## src/rtl/aac_pkg.sv

```systemverilog
// Shared AAC definitions: default widths, result latency and the feeder state encoding,
// so the accumulator and its feeder agree on the frame timing.
package aac_pkg;

  localparam int AAC_DW      = 24;
  localparam int AAC_RES_LAT = 1;

  typedef enum logic [1:0] {
    FILL   = 2'd0,
    STREAM = 2'd1,
    WAIT   = 2'd2,
    HOLD   = 2'd3
  } feeder_state_e;

endpackage

```

## src/rtl/aac_feeder_buf.sv

```systemverilog
// Sample buffer for the AAC feeder: one write port that appends at the fill count,
// and one registered read port that returns zero when not reading.
module aac_feeder_buf #(
  parameter int DW    = 24,
  parameter int DEPTH = 16
) (
  input  logic                       clk,
  input  logic                       reset_n,
  input  logic                       clr,
  input  logic                       we,
  input  logic [DW-1:0]              wr_data,
  input  logic                       rd_en,
  input  logic [$clog2(DEPTH)-1:0]   rd_addr,
  output logic [DW-1:0]              rd_data,
  output logic                       full,
  output logic [$clog2(DEPTH):0]     count
);

  localparam int AW = $clog2(DEPTH);
  localparam int CW = AW + 1;

  logic [DW-1:0] mem [DEPTH];
  logic [CW-1:0] count_reg;
  logic [DW-1:0] rd_data_reg;
  logic [AW-1:0] wr_addr;
  logic          do_write;

  assign wr_addr  = count_reg[AW-1:0];
  assign full     = (count_reg == CW'(DEPTH));
  assign do_write = we && !full;
  assign count    = count_reg;
  assign rd_data  = rd_data_reg;

  always_ff @(posedge clk) begin
    if (do_write) begin
      mem[wr_addr] <= wr_data;
    end
  end

  // Write-first bypass covers a one-sample burst read on the same edge it is written.
  always_ff @(posedge clk or negedge reset_n) begin
    if (!reset_n) begin
      count_reg   <= '0;
      rd_data_reg <= '0;
    end else begin
      if (clr) begin
        count_reg <= '0;
      end else if (do_write) begin
        count_reg <= count_reg + CW'(1);
      end
      if (!rd_en) begin
        rd_data_reg <= '0;
      end else if (do_write && (wr_addr == rd_addr)) begin
        rd_data_reg <= wr_data;
      end else begin
        rd_data_reg <= mem[rd_addr];
      end
    end
  end

endmodule

```

## src/rtl/aac_feeder.sv

```systemverilog
// AAC initiator: buffers one burst, replays it as a single aac-high run, returns the result.
// Optional `ovf` output flagging DEPTH truncation is enabled by defining AAC_FEEDER_OVF_EN.
module aac_feeder
  import aac_pkg::*;
#(
  parameter int DW      = AAC_DW,
  parameter int DEPTH   = 16,
  parameter int RES_LAT = AAC_RES_LAT
) (
  input  logic                   clk,
  input  logic                   reset_n,
  input  logic                   in_valid,
  output logic                   in_ready,
  input  logic [DW-1:0]          in_data,
  input  logic                   in_last,
  output logic                   aac,
  output logic [DW-1:0]          A_o,
  input  logic [DW-1:0]          acc_i,
  output logic                   res_valid,
  input  logic                   res_ready,
  output logic [DW-1:0]          res_data,
  output logic [$clog2(DEPTH):0] res_cnt,
  output logic                   busy
`ifdef AAC_FEEDER_OVF_EN
  ,
  output logic                   ovf
`endif
);

  localparam int AW = $clog2(DEPTH);
  localparam int CW = AW + 1;
  localparam int LW = (RES_LAT > 1) ? $clog2(RES_LAT) : 1;

  feeder_state_e state_reg;
  logic          in_ready_reg;
  logic          aac_reg;
  logic          res_valid_reg;
  logic [DW-1:0] res_data_reg;
  logic [CW-1:0] res_cnt_reg;
  logic [CW-1:0] rd_cnt_reg;
  logic [LW-1:0] wait_cnt_reg;

  logic [CW-1:0] buf_cnt;
  logic          buf_full;
  logic          accept;
  logic          end_burst;
  logic          wait_done;
  logic          rd_en;
  logic          buf_clr;
  logic [AW-1:0] rd_addr;

  // The first read is issued on the accepting edge so aac rises one cycle after the last sample.
  always_comb begin
    accept    = (state_reg == FILL) && in_valid && in_ready_reg && !buf_full;
    end_burst = accept && (in_last || (buf_cnt == CW'(DEPTH - 1)));
    wait_done = (wait_cnt_reg == LW'(RES_LAT - 1));
    rd_en     = end_burst || ((state_reg == STREAM) && (rd_cnt_reg != buf_cnt));
    rd_addr   = (state_reg == STREAM) ? rd_cnt_reg[AW-1:0] : '0;
    buf_clr   = (state_reg == HOLD) && res_ready;
  end

  aac_feeder_buf #(
    .DW    (DW),
    .DEPTH (DEPTH)
  ) u_buf (
    .clk     (clk),
    .reset_n (reset_n),
    .clr     (buf_clr),
    .we      (accept),
    .wr_data (in_data),
    .rd_en   (rd_en),
    .rd_addr (rd_addr),
    .rd_data (A_o),
    .full    (buf_full),
    .count   (buf_cnt)
  );

  always_ff @(posedge clk or negedge reset_n) begin
    if (!reset_n) begin
      state_reg     <= FILL;
      in_ready_reg  <= 1'b0;
      aac_reg       <= 1'b0;
      res_valid_reg <= 1'b0;
      res_data_reg  <= '0;
      res_cnt_reg   <= '0;
      rd_cnt_reg    <= '0;
      wait_cnt_reg  <= '0;
    end else begin
      aac_reg <= rd_en;
      case (state_reg)
        FILL: begin
          if (end_burst) begin
            state_reg    <= STREAM;
            in_ready_reg <= 1'b0;
            rd_cnt_reg   <= CW'(1);
          end else begin
            in_ready_reg <= 1'b1;
          end
        end
        STREAM: begin
          if (rd_cnt_reg != buf_cnt) begin
            rd_cnt_reg <= rd_cnt_reg + CW'(1);
          end else begin
            state_reg    <= WAIT;
            wait_cnt_reg <= '0;
          end
        end
        WAIT: begin
          if (wait_done) begin
            res_data_reg  <= acc_i;
            res_cnt_reg   <= buf_cnt;
            res_valid_reg <= 1'b1;
            state_reg     <= HOLD;
          end else begin
            wait_cnt_reg <= wait_cnt_reg + LW'(1);
          end
        end
        HOLD: begin
          if (res_ready) begin
            res_valid_reg <= 1'b0;
            in_ready_reg  <= 1'b1;
            rd_cnt_reg    <= '0;
            state_reg     <= FILL;
          end
        end
        default: state_reg <= FILL;
      endcase
    end
  end

`ifdef AAC_FEEDER_OVF_EN
  logic trunc_reg;
  logic ovf_reg;

  always_ff @(posedge clk or negedge reset_n) begin
    if (!reset_n) begin
      trunc_reg <= 1'b0;
      ovf_reg   <= 1'b0;
    end else begin
      if (end_burst) begin
        trunc_reg <= !in_last;
      end
      if ((state_reg == WAIT) && wait_done) begin
        ovf_reg <= trunc_reg;
      end else if (buf_clr) begin
        ovf_reg <= 1'b0;
      end
    end
  end

  assign ovf = ovf_reg;
`endif

  assign in_ready  = in_ready_reg;
  assign aac       = aac_reg;
  assign res_valid = res_valid_reg;
  assign res_data  = res_data_reg;
  assign res_cnt   = res_cnt_reg;
  assign busy      = !((state_reg == FILL) && (buf_cnt == '0));

endmodule

```

## config.mk

```make
export PLATFORM = sky130hd
export DESIGN_NAME = aac_feeder
export DESIGN_NICKNAME = d
export VERILOG_FILES = /design/src/rtl/aac_pkg.sv /design/src/rtl/aac_feeder_buf.sv /design/src/rtl/aac_feeder.sv
export SDC_FILE = /design/constraint.sdc
export NUM_CORES = 1
export LEC_CHECK = 0
export CORE_MARGIN = 2
export CORE_UTILIZATION = 57
export DETAILED_ROUTE_END_ITERATION = 16
export PLACE_DENSITY_LB_ADDON = 0.25
export SLEW_MARGIN = 20
export SYNTH_ARGS = -nofsm -noshare
export SYNTH_HDL_FRONTEND = slang
export SYNTH_SLANG_ARGS = --single-unit
```

## constraint.sdc

```tcl
create_clock -name clk -period 4.25 [get_ports clk]
set_input_delay 0.425 -clock clk [delete_from_list [all_inputs] [get_ports clk]]
set_output_delay 0.425 -clock clk [all_outputs]
set_load 0.02 [all_outputs]
```

Yosys cells after proc, flatten, opt, wreduce, memory -nomap -nowiden
Memory sizes are Yosys's and may differ from the RTL's.
Cells that the tools add are included.
{"block": "totals", "regBits": 69, "latch_bits": 0, "mem_bits_rw": 384, "mem_bits_ro": 0, "inputBits": 53, "mem_count": 1}
{"block": "classes", "add_sub_neg": 3, "mul": 0, "div": 0, "n_lt_le_gt_ge": 0, "n_eq_ne": 12, "shift": 0, "n_mux": 25, "bitwise_logic": 1, "reduce_logical": 26}
{"name": "u_buf.mem", "depth": 16, "word_bits": 24, "read_ports": 1, "rd_clocked_by_memory_dff": 0, "write_ports": 1, "line_no": "aac_feeder_buf.sv:22", "rtl": "logic [DW-1:0] mem [DEPTH];"}
{"operator": "$mux W24", "count": 2}
{"operator": "$mux W5", "count": 5}
{"operator": "$pmux W5 S3", "count": 1}
{"operator": "$add A5 B1 Y5 const B", "count": 2}
{"operator": "$logic_and A1 B1 Y1", "count": 9}
{"operator": "$mux W1", "count": 8}
{"operator": "$mux W2", "count": 4}
{"operator": "$ne A2 B2 Y1 const B", "count": 4}
{"operator": "$pmux W2 S4", "count": 1}
{"operator": "$reduce_and A4 Y1", "count": 2}
{"operator": "$reduce_bool A2 Y1", "count": 4}
{"operator": "$pmux W1 S2", "count": 3}
{"operator": "$reduce_and A2 Y1", "count": 3}
{"operator": "$eq A5 B4 Y1 const B", "count": 1}
{"operator": "$eq A5 B5 Y1 const B", "count": 1}
{"operator": "$logic_not A5 Y1", "count": 1}
{"operator": "$ne A5 B5 Y1", "count": 1}
{"operator": "$eq A2 B2 Y1 const B", "count": 2}
{"operator": "$eq A4 B4 Y1", "count": 1}
{"operator": "$mux W4", "count": 1}
{"operator": "$reduce_and A3 Y1", "count": 1}
{"operator": "$reduce_bool A3 Y1", "count": 1}
{"operator": "$eq A2 B1 Y1 const B", "count": 1}
{"operator": "$logic_not A1 Y1", "count": 2}
{"operator": "other kinds (5)", "count": 6}

Depth between registers and ports, before layout
{"block": "logic_depth", "ltp_word": 8, "depth_mapped": 10, "ltp_nobuf": 9}

By module
From an unflattened synthesis, not the netlist that was laid out.
{"block": "unflattened", "cells_unflattened": 843, "hier_area_um2": 17529.3}
{"mod": "aac_feeder_buf", "instances": 1, "cells_each": 706, "area_each_um2": 15768.9, "seq_area_each_um2": 12256.8}
{"mod": "aac_feeder", "instances": 1, "cells_each": 137, "area_each_um2": 1760.4, "seq_area_each_um2": 975.9}

Least setup slack after synthesis
OpenSTA, ideal clock, no wires.
{"block": "synth_timing", "kind": "reg-to-reg", "start": "register state_reg[0]", "end": "memory u_buf.mem[7][0], enable pin", "arrival_ns": 2.611, "setup_slack_ns": 1.204, "path_stages_with_launch": 5, "path_buffers": 0, "synth_period_minus_slack_ns": 3.046, "cell_sequence": "dfrtp_1 > inv_1 > ha_1 > nand3_1 > nor3_1"}
{"block": "synth_via", "elab_chain_cells": 7}
{"element": "start, declared", "line_no": "aac_feeder.sv:34", "rtl": "feeder_state_e state_reg;"}
{"element": "start signal, assigned", "line_no": "aac_feeder.sv:80", "rtl": "state_reg <= FILL;"}
{"element": "start signal, assigned", "line_no": "aac_feeder.sv:93", "rtl": "state_reg <= STREAM;"}
{"element": "start signal, assigned", "line_no": "aac_feeder.sv:104", "rtl": "state_reg <= WAIT;"}
{"element": "$logic_not A2 Y1", "line_no": "aac_feeder.sv:54", "rtl": "accept = (state_reg == FILL) && in_valid && in_ready_reg && !buf_full;"}
{"element": "$logic_and A1 B1 Y1 (3 in a row)", "line_no": "aac_feeder.sv:54"}
{"element": "$logic_and A1 B1 Y1", "line_no": "aac_feeder_buf.sv:30", "rtl": "assign do_write = we && !full;"}
{"element": "$mux W1", "line_no": "aac_feeder_buf.sv:35", "rtl": "if (do_write) begin"}
{"element": "$mux W1 (not written as such)", "line_no": "aac_feeder_buf.sv:36", "rtl": "mem[wr_addr] <= wr_data;"}
{"element": "end, declared", "line_no": "aac_feeder_buf.sv:22"}
Every way passes these cells.

Final worst setup path
{"block": "layout_timing", "start": "register state_reg[1]", "end": "register u_buf.rd_data_reg[21] (netlist: u_buf.rd_data[21])"}
{"block": "layout_via", "elab_chain_cells": 8}
{"element": "branches (longest 7 deep; another with $mem_v2 Z16 W24)"}
{"element": "$mux W24 *", "line_no": "aac_feeder_buf.sv:51", "rtl": "if (!rd_en) begin"}
{"element": "end signal, assigned", "line_no": "aac_feeder_buf.sv:54", "rtl": "rd_data_reg <= wr_data;"}
{"element": "end signal, assigned", "line_no": "aac_feeder_buf.sv:56", "rtl": "rd_data_reg <= mem[rd_addr];"}
{"element": "end, declared", "line_no": "aac_feeder_buf.sv:24", "rtl": "logic [DW-1:0] rd_data_reg;"}
Every way passes the cells marked *.
A chain may end at the register's enable or synchronous reset.

==> summary.md <==
| Metric | Value |
|---|---|
| Outcome | `finished clean` |
| Yosys reg bits | `452` |
| Tot GR Track Use | `0.265` |
| P&R area growth vs syn | `16.2%` |
| HP Class | `primary input to asynchronous set/reset pin` |
| Largest family of logic cells by synthesized area | `compound AO/OA/AOI/OAI gates` |
| Bufs and invs on worst path | `2` |
| Yosys top cell area share | `0.631` |
| Average size of a mapped cell | `15.1 µm²` |
| Post-Layout Cell Count | `1,755` |
| Total nets after synthesis | `1,276` |
| Final WL | `43,900 µm` |
| Post-CTS Hold Buffers | `0` |
| Vias in the first global route | `10.9k` |
| Slew headroom | `0.325` |
| Share of layout cells above drive strength 1 | `0.158` |
| Gr ovfl total | `0` |
| Vias per cell | `6.42` |
| Fin nets | `1,380` |
| Via count | `11.3k` |
| Largest net degree at the start of global routing | `75` |
| Met2 Wirelength | `21,300 µm` |
| Main synth FF type | `edfxtp_1` |
| RSZ-0062 raised after global routing | `false` |
| Dominant cells by area after synthesis | `edfxtp_1 63%, dfrtp_1 9.3%, mux2_2 3.4%` |
| Full die area | `33,500 µm²` |
| YS warnings | `0` |
| CP Max Fanout | `34` |
| Clock Root Buffer | `clkbuf_16` |
| Die Y-Extent | `183 µm` |
| Sink Count | `452` |
| Synth Area in Simple Gates | `0.0706` |
| Synth Instances | `1,213` |
| Final hold violations | `0` |
| Iteration count of the initial detailed-routing pass | `5` |
| WL met1 | `17,600 µm` |
| Clk buf depth | `3` |
| Final GP Congestion | `0.808` |
| Share of flip-flops with an asynchronous set or reset | `0.150` |
| Fmax | `0.314 GHz` |
| Max Cap Violations | `0` |
| Core ar. | `31,600 µm²` |
| WL/cell | `25.0 µm` |
| Post-synthesis sequential area ratio | `0.724` |
| CP max-delay cell | `nand2_1` |
| Global-route wire length before repair | `66,400 µm` |
| H-tree depth | `2` |
| Post-synth EDFFs | `384` |
| PwrDens | `605 nW/µm²` |
| DRT antenna net count | `0` |
| Clock-pin slew on the worst setup and hold paths | `60 ps` |
| Tcrit/Tclk final | `0.749` |
| Worst Tran Pin Value | `1010 ps` |
| Crit path cell chain | `inv_1 -> ha_2 -> nand2_1 -> buf_4 -> o22a_1 -> o21ai_0 -> a32o_1 -> a211oi_1` |
| CTS resizes | `0` |
| Wire length on met3 | `3900 µm` |
| Largest delay share family, worst path | `simple AND/OR/NAND/NOR gates` |
| Total negative slack | `0 ps` |
| Worst path arrival time | `3590 ps` |
| Crit. End Element | `register` |
| Placement Rows | `65` |
| Post-Place Cells | `1,671` |
| Synthesized area | `18,300 µm²` |
| Minimum clock period | `3180 ps` |
| Post-CTS setup buffer count | `0` |
| CTS tree | `done` |
| Boundary Pins | `110` |
| DRC violations left | `0` |
| I/O Buffers | `109` |
| Initial antenna violation count | `0` |
| Clock Skew | `18.0 ps` |
| Static leakage | `7.18 nW` |
| WP data required | `4650 ps` |
| Post-synthesis adder-cell area fraction | `0.00685` |
| VDD IR-drop max | `0.411 mV` |
| Final setup viols | `0` |
| Synth Area in Compound Gates | `0.116` |
| Mux cell area share after synthesis | `0.0509` |
| Antenna cells | `0` |
| Critical path class | `register to register` |
| Worst skew pair latency | `540 ps` |
| Xor/xnor share of the synthesized area | `0.00424` |
| Peak per-stage delay on the critical path | `720 ps` |
| Die width | `183 µm` |
| Placed inst area | `19,700 µm²` |
| CTS buffer count | `46` |
| Yosys top cell by area | `edfxtp_1` |
| Worst setup SP type | `register` |
| Max reg flops | `384` |
| Post-route cell area | `21,200 µm²` |
| DRT iter0 DRCs | `1,311` |
| Max Transition Viols Final | `0` |
| DR top layer | `met4` |
| Post-DP HPWL | `25,600 µm` |
| Distinct cells, synth | `59` |
| Starting Density | `0.579` |
-- path summary, 6_finish.rpt --
check / startpoint / to / slack (ps) / cells after the start
max reg2reg: state_reg[1] / u_buf.rd_data[21] / 1070 / 8
min: reset_n / u_buf.rd_data[11] / 30 / 1
min reg2reg: res_cnt[1] / res_cnt[1] / 500 / 1
min in group clk: res_cnt[1] / res_cnt[1] / 500 / 1
max: state_reg[1] / u_buf.rd_data[21] / 1070 / 8
max in group asynchronous: reset_n / rd_cnt_reg[0] / 3510 / 1
-- Yosys cell counts, drive strengths merged (9+ instances only) --
cell type / n
a31oi: 22
o221ai: 47
inv: 12
clkbuf: 38
nor4: 21
a21o: 23
mux2i: 31
nand3b: 24
ha: 10
and2b: 9
o22ai: 25
o21ai: 34
a22oi: 22
nand3: 26
dfrtp: 68
a21oi: 100
mux2: 55
buf: 53
edfxtp: 384
nand2: 38
nor2b: 18
a211oi: 25
nor2: 50
or2: 23
-- placed cells by master (no fill, tap or decap), types with 5 or more instances in the layout --
cell type / instances
a211oi_1: 25
a21o_1: 23
a21oi_1: 99
a22oi_1: 21
a31oi_1: 22
and2b_1: 9
and3_1: 5
buf_4: 39
clkbuf_1: 13
clkbuf_16: 47
clkbuf_8: 9
clkdlybuf4s50_1: 108
clkinv_2: 8
dfrtp_1: 66
edfxtp_1: 384
ha_1: 9
inv_1: 12
mux2_2: 55
mux2i_1: 31
nand2_1: 36
nand2b_1: 6
nand3_1: 26
nand3b_1: 24
nor2_1: 37
nor2_2: 13
nor2b_1: 16
nor4_1: 21
o21ai_0: 34
o221ai_1: 47
o22a_1: 5
o22ai_1: 25
or2_2: 22
-- report_power, final --
part / internal (mW) / total [mW] / switching (mW) / leakage (nW)
clock network: 2.31 / 3.91 / 1.60 / 0.735
registers: 5.14 / 5.49 / 0.342 / 4.31
logic: 1.38 / 3.46 / 2.08 / 2.13
-- layout make-up --
cell class	count	area, µm²
multi-input cells	658	4580
clock buffers	69	1350
fillers	2164	10300
inverters	12	45.0
well taps	402	503
flip-flops and latches	452	13200
clock inverters	15	136
repair buffers	147	1370
-- metrics by stage --
step | total power, mW | utilization | setup slack (ps) | hold slack [ps]
6_report | 12.9 | 0.673 | 1070 | 28.4
5_1_grt | 13.4 | 0.673 | 916 | 107
4_1_cts | 12.9 | 0.673 | 1100 | 60.3
3_5_place_dp | 9.00 | 0.626 | 1120 | 494
3_3_place_gp | 8.92 | 0.626 | 1180 | 488
2_1_floorplan | 7.76 | - | 1200 | 129
-- cell families after synthesis --
| kind of cell | Yosys count |
|---|---|
| AO/OA/AOI/OAI | 318 |
| XOR/XNOR | 8 |
| adder cells (fa/ha/maj) | 10 |
| buffers and inverters | 103 |
| flip-flops | 452 |
| multiplexers | 86 |
| AND/OR/NAND/NOR | 236 |
-- routing by layer --
metal  vias to the layer above  track usage
li1                       4949            -
met1                      5600        0.368
met2                       626        0.436
met3                        84       0.0439
met4                         0       0.0784
met5                         -            0
Power figures use the tool's default switching activity.
